==> src/rtl/serial_adder_pkg.sv <==
// Shared definitions for the bit-serial adder.
//   WIDTH_DEFAULT : default operand/sum width
//   state_e       : FSM state encoding (IDLE, RUN, DONE)
package serial_adder_pkg;

    localparam int unsigned WIDTH_DEFAULT = 8;

    typedef enum logic [1:0] {
        IDLE = 2'd0,
        RUN  = 2'd1,
        DONE = 2'd2
    } state_e;

endpackage

==> src/rtl/serial_adder_fa_cell.sv <==
// One-bit full adder used for the per-bit arithmetic of serial_adder.
//   x, y : operand bits
//   cin  : carry in
//   cout : carry out
//   sum  : sum bit
module fa_cell (
    input  logic x,
    input  logic y,
    input  logic cin,
    output logic cout,
    output logic sum
);

    assign sum  = x ^ y ^ cin;
    assign cout = (x & y) | (x & cin) | (y & cin);

endmodule

==> src/rtl/serial_adder.sv <==
// Bit-serial adder: accepts an operand set (a, b, cin) with a valid/ready
// handshake, adds it LSB first through one full-adder cell over WIDTH cycles,
// then presents sum, cout and signed overflow until the consumer takes them.
// Optional feature macro SERIAL_ADDER_SUB_EN adds an op_sub input that turns
// the operation into a - b (cout=1 then means no borrow, cin is ignored).
//   clk, rst_n          : clock, asynchronous active-low reset
//   in_valid, in_ready  : operand handshake
//   a, b, cin           : operands and carry in
//   op_sub              : subtract select (SERIAL_ADDER_SUB_EN builds only)
//   out_valid, out_ready: result handshake
//   sum, cout, ovf      : result, carry out of MSB, signed overflow
module serial_adder
    import serial_adder_pkg::*;
#(
    parameter int unsigned WIDTH = WIDTH_DEFAULT
) (
    input  logic             clk,
    input  logic             rst_n,
    input  logic             in_valid,
    output logic             in_ready,
    input  logic [WIDTH-1:0] a,
    input  logic [WIDTH-1:0] b,
    input  logic             cin,
`ifdef SERIAL_ADDER_SUB_EN
    input  logic             op_sub,
`endif
    output logic             out_valid,
    input  logic             out_ready,
    output logic [WIDTH-1:0] sum,
    output logic             cout,
    output logic             ovf
);

    localparam int unsigned CNT_W = $clog2(WIDTH) + 1;

    state_e             state;
    state_e             state_nxt;
    logic [CNT_W-1:0]   cnt;
    logic [WIDTH-1:0]   a_sh;
    logic [WIDTH-1:0]   b_sh;
    logic [WIDTH-1:0]   sum_sh;
    logic               carry;
    logic               carry_msb;
    logic [WIDTH-1:0]   b_eff;
    logic               cin_eff;
    logic               accept;
    logic               bit_en;
    logic               run_end;
    logic               fa_sum;
    logic               fa_cout;

    // Operand conditioning: subtraction is a + ~b + 1
`ifdef SERIAL_ADDER_SUB_EN
    assign b_eff   = op_sub ? ~b : b;
    assign cin_eff = op_sub ? 1'b1 : cin;
`else
    assign b_eff   = b;
    assign cin_eff = cin;
`endif

    assign accept  = in_valid && in_ready;
    // The cycle after the last bit is used to latch the result and enter DONE
    assign run_end = (state == RUN) && (cnt == CNT_W'(WIDTH));
    assign bit_en  = (state == RUN) && (cnt != CNT_W'(WIDTH));

    // State register
    always_ff @(posedge clk or negedge rst_n) begin
        if (!rst_n) begin
            state <= IDLE;
        end else begin
            state <= state_nxt;
        end
    end

    // Next-state logic
    always_comb begin
        state_nxt = state;
        case (state)
            IDLE:    if (in_valid)  state_nxt = RUN;
            RUN:     if (run_end)   state_nxt = DONE;
            DONE:    if (out_ready) state_nxt = IDLE;
            default:                state_nxt = IDLE;
        endcase
    end

    // Handshake outputs decoded from the state register
    always_comb begin
        in_ready  = 1'b0;
        out_valid = 1'b0;
        case (state)
            IDLE:    in_ready  = 1'b1;
            DONE:    out_valid = 1'b1;
            default: ;
        endcase
    end

    fa_cell u_fa (
        .x    (a_sh[0]),
        .y    (b_sh[0]),
        .cin  (carry),
        .cout (fa_cout),
        .sum  (fa_sum)
    );

    // Serial datapath: shift registers, carry, bit counter and result registers
    always_ff @(posedge clk or negedge rst_n) begin
        if (!rst_n) begin
            cnt       <= '0;
            a_sh      <= '0;
            b_sh      <= '0;
            sum_sh    <= '0;
            carry     <= 1'b0;
            carry_msb <= 1'b0;
            sum       <= '0;
            cout      <= 1'b0;
            ovf       <= 1'b0;
        end else if (accept) begin
            a_sh  <= a;
            b_sh  <= b_eff;
            carry <= cin_eff;
            cnt   <= '0;
        end else if (bit_en) begin
            a_sh   <= {1'b0, a_sh[WIDTH-1:1]};
            b_sh   <= {1'b0, b_sh[WIDTH-1:1]};
            sum_sh <= {fa_sum, sum_sh[WIDTH-1:1]};
            carry  <= fa_cout;
            cnt    <= cnt + CNT_W'(1);
            // Carry into the MSB, needed for signed overflow
            if (cnt == CNT_W'(WIDTH - 1)) begin
                carry_msb <= carry;
            end
        end else if (run_end) begin
            sum  <= sum_sh;
            cout <= carry;
            ovf  <= carry_msb ^ carry;
        end
    end

endmodule

==> config.mk <==
export PLATFORM = sky130hd
export DESIGN_NAME = serial_adder
export DESIGN_NICKNAME = d
export VERILOG_FILES = /design/src/rtl/serial_adder_pkg.sv /design/src/rtl/serial_adder_fa_cell.sv /design/src/rtl/serial_adder.sv
export SDC_FILE = /design/constraint.sdc
export NUM_CORES = 1
export LEC_CHECK = 0
export ABC_AREA = 1
export CORE_ASPECT_RATIO = 0.9
export CORE_MARGIN = 1.5
export CORE_UTILIZATION = 58
export CTS_BUF_LIST = sky130_fd_sc_hd__clkbuf_2
export CTS_CLUSTER_SIZE = 14
export DETAILED_ROUTE_END_ITERATION = 6
export GPL_ROUTABILITY_DRIVEN = 0
export HOLD_SLACK_MARGIN = 0.03
export PLACE_DENSITY = 0.86
export SLEW_MARGIN = 20
export SYNTH_ARGS = -nofsm -noshare
export SYNTH_HDL_FRONTEND = slang
export SYNTH_SLANG_ARGS = --single-unit
==> constraint.sdc <==
create_clock -name clk -period 3.2 [get_ports clk]
set_clock_uncertainty 0.15 [all_clocks]
set_input_delay 0.64 -clock clk [delete_from_list [all_inputs] [get_ports clk]]
set_output_delay 0.64 -clock clk [all_outputs]
set_load 0.01 [all_outputs]
; ---- Word level (Yosys, flattened, before mapping)
; Cells that the tools add are included.
[word_totals]
elab_cells = 52
in_bits = 21
ff_bits = 42
output_inout_bits = 12
[op_classes]
n_reduce_logical = 9
n_mux = 14
n_eq_ne = 8
bitwise_logic = 10
addsub = 1
[ops]
columns = operator, n
row1 = $mux 8, 4
row2 = $reduce_and 3->1, 3
row3 = $mux 4, 2
row4 = $mux 2, 3
row5 = $ne 2x2->1 const B, 3
row6 = $pmux 2 s3, 1
row7 = $add 4x1->4 const B, 1
row8 = $eq 4x3->1 const B, 1
row9 = $eq 4x4->1 const B, 1
row10 = $mux 1, 4
row11 = $ne 4x4->1 const B, 1
row12 = $and 1x1->1, 3
row13 = $logic_and 1x1->1, 3
row14 = $xor 1x1->1, 3
row15 = $eq 2x1->1 const B, 1
row16 = $eq 2x2->1 const B, 1
row17 = $logic_not 2->1, 1
row18 = $not 1->1, 2
row19 = $or 1x1->1, 2
row20 = $reduce_and 2->1, 1
row21 = $reduce_bool 2->1, 1

; ---- Depth between registers and ports, before layout
[logic_depth]
ltp_word = 5
mapped_depth = 9
depth_no_buf = 8

; ---- Modules after synthesis
; From an unflattened synthesis, not the netlist that was laid out.
[unflattened]
cells_unflattened = 217
hier_area_um2 = 1875.5
[by_module_without_submodules]
columns = module, seq_area_each_um2, cells_each, n_inst, area_each_um2
row1 = serial_adder, 1051.0, 216, 1, 1855.5
row2 = fa_cell, 0.0, 1, 1, 20.0

; ---- Worst setup path before layout
; Ideal clock, no wire load.
[synth_timing]
kind = input -> register
start = in in_valid
end = reg a_sh[0]
arrival_time_ns = 1.386
t_required_ns = 2.929
path_stages = 7
setup_ns = 0.121
slack_ns = 1.543
n_path_buf = 2
cell_sequence = clkbuf_1 -> nand2_4 -> nand2_8 -> inv_6 -> buf_6 -> nand2_1 -> nand2_1
[synth_between]
elab_chain_cells = 2
word_cells_on_any_way = 3
[synth_rtl]
columns = element, line_no
row1 = from (decl), serial_adder.sv:19  ; input logic in_valid,
row2 = $logic_and 1x1->1 *, serial_adder.sv:61  ; assign accept = in_valid && in_ready;
row3 = $mux 8 / $reduce_bool 2->1 (equally long branches), -
row4 = to (signal assigned), serial_adder.sv:123  ; a_sh <= {1'b0, a_sh[WIDTH-1:1]};
row5 = to (decl), serial_adder.sv:39  ; logic [WIDTH-1:0] a_sh;
; Every way passes the cells marked *; elsewhere a longest branch is shown, timed or not.
; A chain may end at the register's enable or synchronous reset.

; ---- Worst setup path after layout
[layout_timing]
start = reg state[0]
end = out in_ready
[layout_between]
elab_chain_cells = 2
[layout_rtl]
columns = element, line_no
row1 = from (decl), serial_adder.sv:36  ; state_e state;
row2 = from (signal assigned), serial_adder.sv:71  ; state <= state_nxt;
row3 = $logic_not 2->1, serial_adder.sv:90  ; case (state)
row4 = $mux 1, serial_adder.sv:90
row5 = to (decl), serial_adder.sv:20  ; output logic in_ready,
; Every way passes these cells.

==> flow_summary.ini <==
[run_status]
outcome = completed

[clock_network]
clk_latency_ns = 0.40
clockBufferDepth = 2
ctsHoldBuffers = 0
cts_tree = yes
clk_pin_slew_ns = 0.22
cts_made_buffers = 5
cts.htree.levels = 2
postCtsSetupBuffers = 0
cts_sinks = 42
cts_resized = 0
root_buffer = clkbuf_2

[global_routing]
grtUsageTotal = 0.2351
grt_pass1_wl_um = 6561
antenna_found_initial = 0
overflow = 0
grt_max_degree = 43
grt_pass1_vias = 1518

[routing]
vias = 1498
viasPerCell = 5.078
postRouteAntennaNets = 0
drtIter0Drc = 92
firstDrtPassIters = 6
wl_um = 3743
drc = 0
wl_per_cell_um = 12.69

[sta]
setup_viol = 0
fin_tns_setup_ns = 0
worst_pin_slew_ns = 0.8851
period_needed_ns = 2.534
relSlewSlack = 0.4099
hold_violations = 0
final-max-slew-violation-count = 0
rsz0062_at_grt = false
fmax_mhz = 394.6
post-route-period-util = 0.7919
whs_ns = 0.1660

[cells_and_area]
nets = 276
syn_to_final_growth_pct = 20.48
layout-drive-gt1-share = 0.07510
antenna_cells = 0
utilization = 0.7453
multi_input_area_sq_um = 706.9
nFillCells = 237
seq_area_sq_mm = 0.001051
design_area_sq_mm = 0.002303

[floorplan]
start_util = 0.6186
die_area_sq_mm = 0.003650
num_rows = 19
core_sq_mm = 0.003090
die_y_um = 57.47
ios = 33
fp.dieW_um = 63.52

[logic_synthesis]
ys_ff_latch = 42
synth_top_area_cell = dfrtp_1
avgSynthCellArea_sq_um = 8.730
syn_nets = 243
synth_top_area_share = 0.5497
syn-cell-area_sq_mm = 0.001912
synthCells = 219
synth_warnings = 0
yosys-top-cells-area = dfrtp_1, nand2_1, inv_1, o21ai_0, a21oi_1
ys_types = 25
yosysSeqAreaShare = 0.5497

[place]
placed_cell_area_sq_mm = 0.002236
dp_hpwl_um = 2570
numPortBuffers = 32

[setup_path]
worstSetupPathType = reg -> out
required_ns = 2.41
arrival_ns = 1.74
crit_path_max_fanout = 8
end_kind = output port
worstSetupStartpointType = register

[pwr]
pwr_density_cell_mw_per_mm2 = 879.6
ir_drop_mv = 0.6115
p_leak_nw = 1.170

[hold_path]
hold_class = in -> async

[flow_run]
cap_violations = 0
## synthesized netlist by cell type, drive strengths merged
| cell type | instances |
|---|---|
| o21ai | 20 |
| a21oi | 12 |
| and3 | 1 |
| o31ai | 1 |
| fa | 1 |
| inv | 26 |
| nand3 | 10 |
| nor2 | 17 |
| xor2 | 1 |
| dfrtp | 42 |
| ha | 2 |
| clkbuf | 1 |
| buf | 6 |
| xnor2 | 1 |
| nand4 | 2 |
| nand2 | 76 |
## worst max-delay path, stage by stage, from the launching register on
cell and delay (ns):
dfrtp_1 0.51, nor2_4 0.26, clkdlybuf4s50_1 0.58
## power breakdown
| part | total, mW | leakage [nW] | internal [mW] | switching, mW |
|---|---|---|---|---|
| logic | 0.817 | 0.590 | 0.336 | 0.481 |
| clock network | 0.309 | 0.0392 | 0.135 | 0.174 |
| registers | 0.900 | 0.541 | 0.745 | 0.155 |
| total | 2.03 | 1.17 | 1.22 | 0.810 |
## cell usage in the layout (no fill, tap or decap), types with 3 or more instances in the layout
master	instances
nand2_1	72
dfrtp_1	42
clkdlybuf4s50_1	31
inv_1	24
o21ai_0	17
nor2_1	15
a21oi_1	12
nand3_1	9
clkbuf_2	6
nand2_4	3
o21ai_1	3
## path summary, 6_finish.rpt
| kind | start | slack [ns] | depth (start not counted) | to |
|---|---|---|---|---|
| worst max-delay path | state[0] | 0.67 | 2 | in_ready |
| worst max register to register | cnt[0] | 1.54 | 9 | carry_msb |
| max in group asynchronous | rst_n | 2.16 | 1 | state[0] |
| min in group clk | sum[0] | 0.36 | 2 | sum[0] |
| worst min register to register | sum[0] | 0.36 | 2 | sum[0] |
| worst min-delay path | rst_n | 0.17 | 1 | carry |
## routing by layer
metal | GRT usage | vias to the layer above | part of all wire
li1 | - | 747 | -
met1 | 0.2968 | 703 | 0.46
met2 | 0.4030 | 40 | 0.49
met3 | 0.04931 | 8 | 0.041
met4 | 0.09006 | 0 | 0.018
met5 | 0 | - | 0
## kinds of logic after synthesis
| group | after synthesis | synth area share |
|---|---|---|
| and+or+nand+nor | 106 | 0.2493 |
| DFF | 42 | 0.5497 |
| AOI/OAI and AO/OA | 33 | 0.08770 |
| buffers and inverters | 33 | 0.08049 |
| adders and majority gates | 3 | 0.02356 |
| xor gates and xnor gates | 2 | 0.009164 |
## flip-flops by register name (all words and copies together), names as in the netlist
signal / count
carry_msb: 1
sum_sh: 8
cnt: 4
carry: 1
ovf: 1
b_sh: 8
sum: 8
a_sh: 8
cout: 1
state: 2
## layout make-up
type	count	share of cell area
Timing Repair Buffer	33	0.1401
Sequential cell	42	0.4563
Tap cell	42	0.02281
Clock buffer	6	0.01304
Clock inverter	2	0.01630
Inverter	26	0.04454
Multi-Input combinational cell	144	0.3069
## per-stage QoR
step                      setup slack, ns  cells  total power, mW
after floorplan                     1.543    219            1.459
after global placement              1.137    287            1.675
after detailed placement            1.057    287            1.723
after CTS                          0.6592    295            2.030
after global routing               0.5810    295            2.194
final                              0.6659    295            2.026
Note: power is estimated with default switching activity, not from simulation.
